$ cat config.mk
export PLATFORM = sky130hd
export DESIGN_NAME = async_req_arbiter
export DESIGN_NICKNAME = d
export VERILOG_FILES = /design/src/rtl/async_req_arbiter_pkg.sv /design/src/rtl/async_req_arbiter_req_sync_edge.sv /design/src/rtl/async_req_arbiter.sv
export SDC_FILE = /design/constraint.sdc
export NUM_CORES = 1
export LEC_CHECK = 0
export CORE_MARGIN = 2
export CORE_UTILIZATION = 46
export CTS_BUF_LIST = sky130_fd_sc_hd__clkbuf_8 sky130_fd_sc_hd__clkbuf_16
export DETAILED_ROUTE_END_ITERATION = 10
export PLACE_DENSITY_LB_ADDON = 0.25
export REMOVE_ABC_BUFFERS = 1
export SETUP_SLACK_MARGIN = 0.05
export SLEW_MARGIN = 20
export SYNTH_ARGS = -nofsm -noshare
export SYNTH_HDL_FRONTEND = slang
export SYNTH_SLANG_ARGS = --single-unit
$ cat constraint.sdc
create_clock -name clk -period 2.77 [get_ports clk]
set_input_delay 0.6925 -clock clk [delete_from_list [all_inputs] [get_ports clk]]
set_output_delay 0.6925 -clock clk [all_outputs]
set_load 0.02 [all_outputs]
$ cat src/rtl/async_req_arbiter_pkg.sv
// Shared types and sizing helpers for the async request arbiter.
package async_req_arbiter_pkg;

    typedef enum logic [1:0] {
        IDLE    = 2'd0,
        GRANT   = 2'd1,
        RELEASE = 2'd2
    } arb_state_t;

    // Timeout counter width; it only ever has to reach TIMEOUT_CYC-1.
    function automatic int cnt_width(input int timeout_cyc);
        return (timeout_cyc <= 2) ? 1 : $clog2(timeout_cyc);
    endfunction

endpackage

$ cat src/rtl/async_req_arbiter_req_sync_edge.sv
// Two-flop synchronizer plus edge flop for one async line; rise is a 1-cycle pulse 2 cycles after capture.
// No backpressure: a rise is a pulse and the consumer must latch it.
module async_req_arbiter_req_sync_edge (
    input  logic clk,
    input  logic n_rst,
    input  logic line,
    output logic rise
);

    logic s1;
    logic s2;
    logic s3;

    always_ff @(posedge clk) begin
        if (!n_rst) begin
            s1 <= 1'b0;
            s2 <= 1'b0;
            s3 <= 1'b0;
        end else begin
            s1 <= line;
            s2 <= s1;
            s3 <= s2;
        end
    end

    assign rise = s2 & ~s3;

endmodule

$ cat src/rtl/async_req_arbiter.sv
// Round-robin grant of one shared resource to synchronized async requesters; pending after 3 edges, grant after 4.
// Requests queue in pending while the resource is busy; a held grant is forced off after TIMEOUT_CYC cycles.
module async_req_arbiter
    import async_req_arbiter_pkg::*;
#(
    parameter  int NUM_REQ     = 4,
    parameter  int TIMEOUT_CYC = 16,
    localparam int ID_W        = $clog2(NUM_REQ)
) (
    input  logic               clk,
    input  logic               n_rst,
    input  logic [NUM_REQ-1:0] async_req,
    input  logic               done,
    output logic [NUM_REQ-1:0] grant,
    output logic [ID_W-1:0]    grant_id,
    output logic               busy,
    output logic [NUM_REQ-1:0] pending,
    output logic               timeout_err
);

    localparam int CNT_W = cnt_width(TIMEOUT_CYC);
    localparam logic [CNT_W-1:0] CNT_LAST = CNT_W'(TIMEOUT_CYC - 1);
    localparam logic [ID_W-1:0]  ID_LAST  = ID_W'(NUM_REQ - 1);

    arb_state_t           state;
    arb_state_t           state_nxt;
    logic [NUM_REQ-1:0]   rise;
    logic [CNT_W-1:0]     cnt;
    logic [ID_W-1:0]      rr_ptr;
    logic [ID_W-1:0]      cur_id;
    logic                 sel_found;
    logic [ID_W-1:0]      sel_id;
    logic [ID_W-1:0]      idx;
    logic [NUM_REQ-1:0]   pend_clr;
    logic                 hit_timeout;
    logic [NUM_REQ-1:0]   grant_nxt;
    logic [ID_W-1:0]      grant_id_nxt;
    logic                 busy_nxt;
    logic                 timeout_err_nxt;

    for (genvar g = 0; g < NUM_REQ; g++) begin : g_sync
        async_req_arbiter_req_sync_edge u_sync (
            .clk   (clk),
            .n_rst (n_rst),
            .line  (async_req[g]),
            .rise  (rise[g])
        );
    end

    // First pending bit at or after the round-robin pointer, wrapping.
    always_comb begin
        sel_found = 1'b0;
        sel_id    = '0;
        idx       = '0;
        for (int i = 0; i < NUM_REQ; i++) begin
            idx = ID_W'((int'(rr_ptr) + i) % NUM_REQ);
            if (!sel_found && pending[idx]) begin
                sel_found = 1'b1;
                sel_id    = idx;
            end
        end
    end

    assign hit_timeout = (cnt == CNT_LAST);
    assign pend_clr    = (state == IDLE && sel_found) ? (NUM_REQ'(1) << sel_id) : '0;

    always_ff @(posedge clk) begin
        if (!n_rst) begin
            state       <= IDLE;
            grant       <= '0;
            grant_id    <= '0;
            busy        <= 1'b0;
            timeout_err <= 1'b0;
        end else begin
            state       <= state_nxt;
            grant       <= grant_nxt;
            grant_id    <= grant_id_nxt;
            busy        <= busy_nxt;
            timeout_err <= timeout_err_nxt;
        end
    end

    always_comb begin
        state_nxt = state;
        case (state)
            IDLE:    if (sel_found) state_nxt = GRANT;
            GRANT:   if (done || hit_timeout) state_nxt = RELEASE;
            RELEASE: state_nxt = IDLE;
            default: state_nxt = IDLE;
        endcase
    end

    // Next values of the registered outputs; done takes priority over timeout.
    always_comb begin
        grant_nxt       = '0;
        grant_id_nxt    = '0;
        busy_nxt        = 1'b0;
        timeout_err_nxt = 1'b0;
        case (state)
            IDLE: begin
                if (sel_found) begin
                    grant_nxt    = NUM_REQ'(1) << sel_id;
                    grant_id_nxt = sel_id;
                    busy_nxt     = 1'b1;
                end
            end
            GRANT: begin
                busy_nxt = 1'b1;
                if (done) begin
                    timeout_err_nxt = 1'b0;
                end else if (hit_timeout) begin
                    timeout_err_nxt = 1'b1;
                end else begin
                    grant_nxt    = grant;
                    grant_id_nxt = grant_id;
                end
            end
            default: begin
                grant_nxt = '0;
            end
        endcase
    end

    // Set wins over clear so a re-raise during the granting edge stays queued.
    always_ff @(posedge clk) begin
        if (!n_rst) begin
            pending <= '0;
            cnt     <= '0;
            rr_ptr  <= '0;
            cur_id  <= '0;
        end else begin
            pending <= (pending & ~pend_clr) | rise;
            case (state)
                IDLE: begin
                    cnt <= '0;
                    if (sel_found) cur_id <= sel_id;
                end
                GRANT: begin
                    cnt <= cnt + CNT_W'(1);
                end
                RELEASE: begin
                    cnt    <= '0;
                    rr_ptr <= (cur_id == ID_LAST) ? '0 : cur_id + ID_W'(1);
                end
                default: begin
                    cnt <= '0;
                end
            endcase
        end
    end

endmodule
==> results.ini <==
[synthesis]
synth_top_area_share = 0.546
ys_warn_count = 0
yosysSeqAreaShare = 0.546
synthCells = 128
synthTopCellsByCount = dfxtp_1, and2_1, nand2_1
yosysTopAreaCell = dfxtp_1
synthArstFlopShare = 0
syn_avg_cell_area_sq_um = 9.75
yosys.cell_types.count = 32
synth_edf_count = 0
ys_ff_latch = 34
synth_area_sq_mm = 0.00125
ys.flop_type = dfxtp_1
synth_most_common_cell = dfxtp_1
synth_area_leaders = dfxtp_1, and2_1, nand2_1

[timing]
setup_viol = 0
fin_skew_ns = 0.00504
finalSetupTns_ns = 0
grt_setup_unrepaired = no
max_freq_mhz = 484
slew_headroom = 0.708
hold_violations = 0
worst_slack_ns = 0.705
tightest_slew_ns = 0.433
final.period_utilization = 0.746
slew_violations = 0
fin_crit_ns = 2.07

[pwr]
pwr_density_cell_mw_per_mm2 = 657
design_power_total_w = 0.00101
p_leak_nw = 0.615
vdd_drop_max_mv = 0.499

[clocking]
htree_num_levels = 2
cts.sinks = 34
clock_latency_ns = 0.28
post-cts-setup-buffer-count = 0
ctsResizeCount = 0
ctsHoldBuffers = 0
cts_tree = yes
cts_buffers = 5
clockRootBuffer = clkbuf_8
clockBufferDepth = 2
path_clk_slew_ns = 0.07

[route]
postRouteAntennaNets = 0
via_count = 917
drc_errors = 0
dr.pass1.iters = 4
first_iter_violations = 10
wl_per_cell_um = 12.5
viasPerCell = 5.09
routed_wl_mm = 2.25

[min_path]
hold_path.class = reg -> reg

[cells_and_area]
syn_to_final_growth_pct = 23.8
drive_gt1_frac = 0.0733
fillers = 225
fin_area_sq_mm = 0.00154
diodes = 0
final_cells = 180
final_net_count = 158

[die]
std_cell_rows = 18
die_x_um = 56.1
fp.dieH_um = 56.1
start_util = 0.495
core_sq_mm = 0.00252
die_area_sq_mm = 0.00314
io_pins = 19

[grt]
first_global_vias = 913
met3_usage = 0.0721
grtUsageTotal = 0.164
use_met1 = 0.179
met2_usage = 0.276
grt.overflow.total = 0
antenna_found_initial = 0
grt-busiest-layer = met2
grt_pass1_wl_mm = 3.94
grt_start_max_net_pins = 18

[critical_path]
cp_num_buf_inv = 1
cp_max_fo = 7
cp-start-kind = flop
cp_cell_sequence = clkdlybuf4s50_1
path_class = reg -> out
crit_slowest_cell = clkdlybuf4s50_1
end_kind = output pin
critPathArrivalTime_ns = 1.37
max_stage_delay_ns = 0.65
worstPathRequired_ns = 2.08
critPathTopFamily = buffers and inverters

[placed_design]
port_buffers = 18
place_congestion = 0.750
hpwl_mm = 1.61
place_inst = 172
placed_area_sq_mm = 0.00145
place_ws_ns = 0.768

[run]
cap_violations = 0

[run_status]
outcome = finished clean

-- stage by stage --
stage               hold WS, ns   util
floorplan                 0.399      -
global placement          0.405  0.576
detailed placement        0.416  0.576
CTS                       0.425  0.612
global route              0.442  0.612
finish                    0.421  0.612
-- logic make-up (layout without fill, tap and decap cells) --
kind of cell / count (synthesis) / after routing / synth area share
AOI/OAI and AO/OA: 24 / 24 / 0.128
muxes: 2 / 2 / 0.0160
buffers and inverters: 10 / 32 / 0.0311
DFF: 34 / 34 / 0.546
xor gates and xnor gates: 2 / 2 / 0.0140
and+or+nand+nor: 54 / 54 / 0.245
adders and majority gates: 2 / 2 / 0.0201
-- worst reg2reg max path: cells and delay by family, from the launching register on --
kind               cells  cell delay, ns
and+or+nand+nor        3            0.80
DFF                    1            0.44
AOI/OAI and AO/OA      2            0.31
-- cells in the final DEF (no fill, tap or decap), types with 2 or more instances in the layout --
master / n
a21boi_1: 2
nor3_1: 2
nor2_1: 7
o21ai_0: 3
nor2b_1: 6
and2_1: 12
nand2_1: 11
dfxtp_1: 34
nand2b_1: 3
inv_1: 6
a21oi_1: 6
a21boi_0: 3
clkdlybuf4s50_1: 18
mux2i_1: 2
o211ai_1: 2
nand3_1: 6
clkbuf_8: 6
ha_1: 2
o21a_1: 4
-- final cells by class --
type	instances	area [sq um]	area share
sequential	34	681	0.441
multi-input combinational	84	528	0.342
timing repair buffer	19	188	0.122
clock buffer	6	82.6	0.0535
tap	30	37.5	0.0243
inverter	5	18.8	0.0122
clock inverter	2	8.76	0.00567
-- power breakdown --
part / switching [W] / internal [W]
sequential: 0.0000175 / 0.000514
combinational: 0.0000617 / 0.0000578
clock: 0.000167 / 0.000196
-- metal layers --
layer | part of all wire | vias up | wire (um)
met5 | 0 | - | 0
met4 | 0.018 | 0 | 40
met3 | 0.047 | 6 | 105
met2 | 0.51 | 15 | 1140
met1 | 0.43 | 426 | 966
li1 | - | 470 | -
-- flip-flops by register name, indices dropped and copies added (netlist names) --
register / count
cnt: 4
g_sync.u_sync.s1: 4
g_sync.u_sync.s2: 4
g_sync.u_sync.s3: 4
grant: 4
pending: 4
cur_id: 2
grant_id: 2
rr_ptr: 2
state: 2
busy: 1
timeout_err: 1
-- path summary, 6_finish.rpt --
| kind | from | end | slack [ns] | cells past startpoint |
|---|---|---|---|---|
| max | pending[3] | pending[3] | 0.70 | 1 |
| min | g_sync[0].u_sync.s3 | pending[0] | 0.42 | 1 |
| max reg2reg | pending[0] | pending[1] | 1.11 | 5 |
| min reg2reg | g_sync[0].u_sync.s3 | pending[0] | 0.42 | 1 |
(Power assumes the default switching activity.)
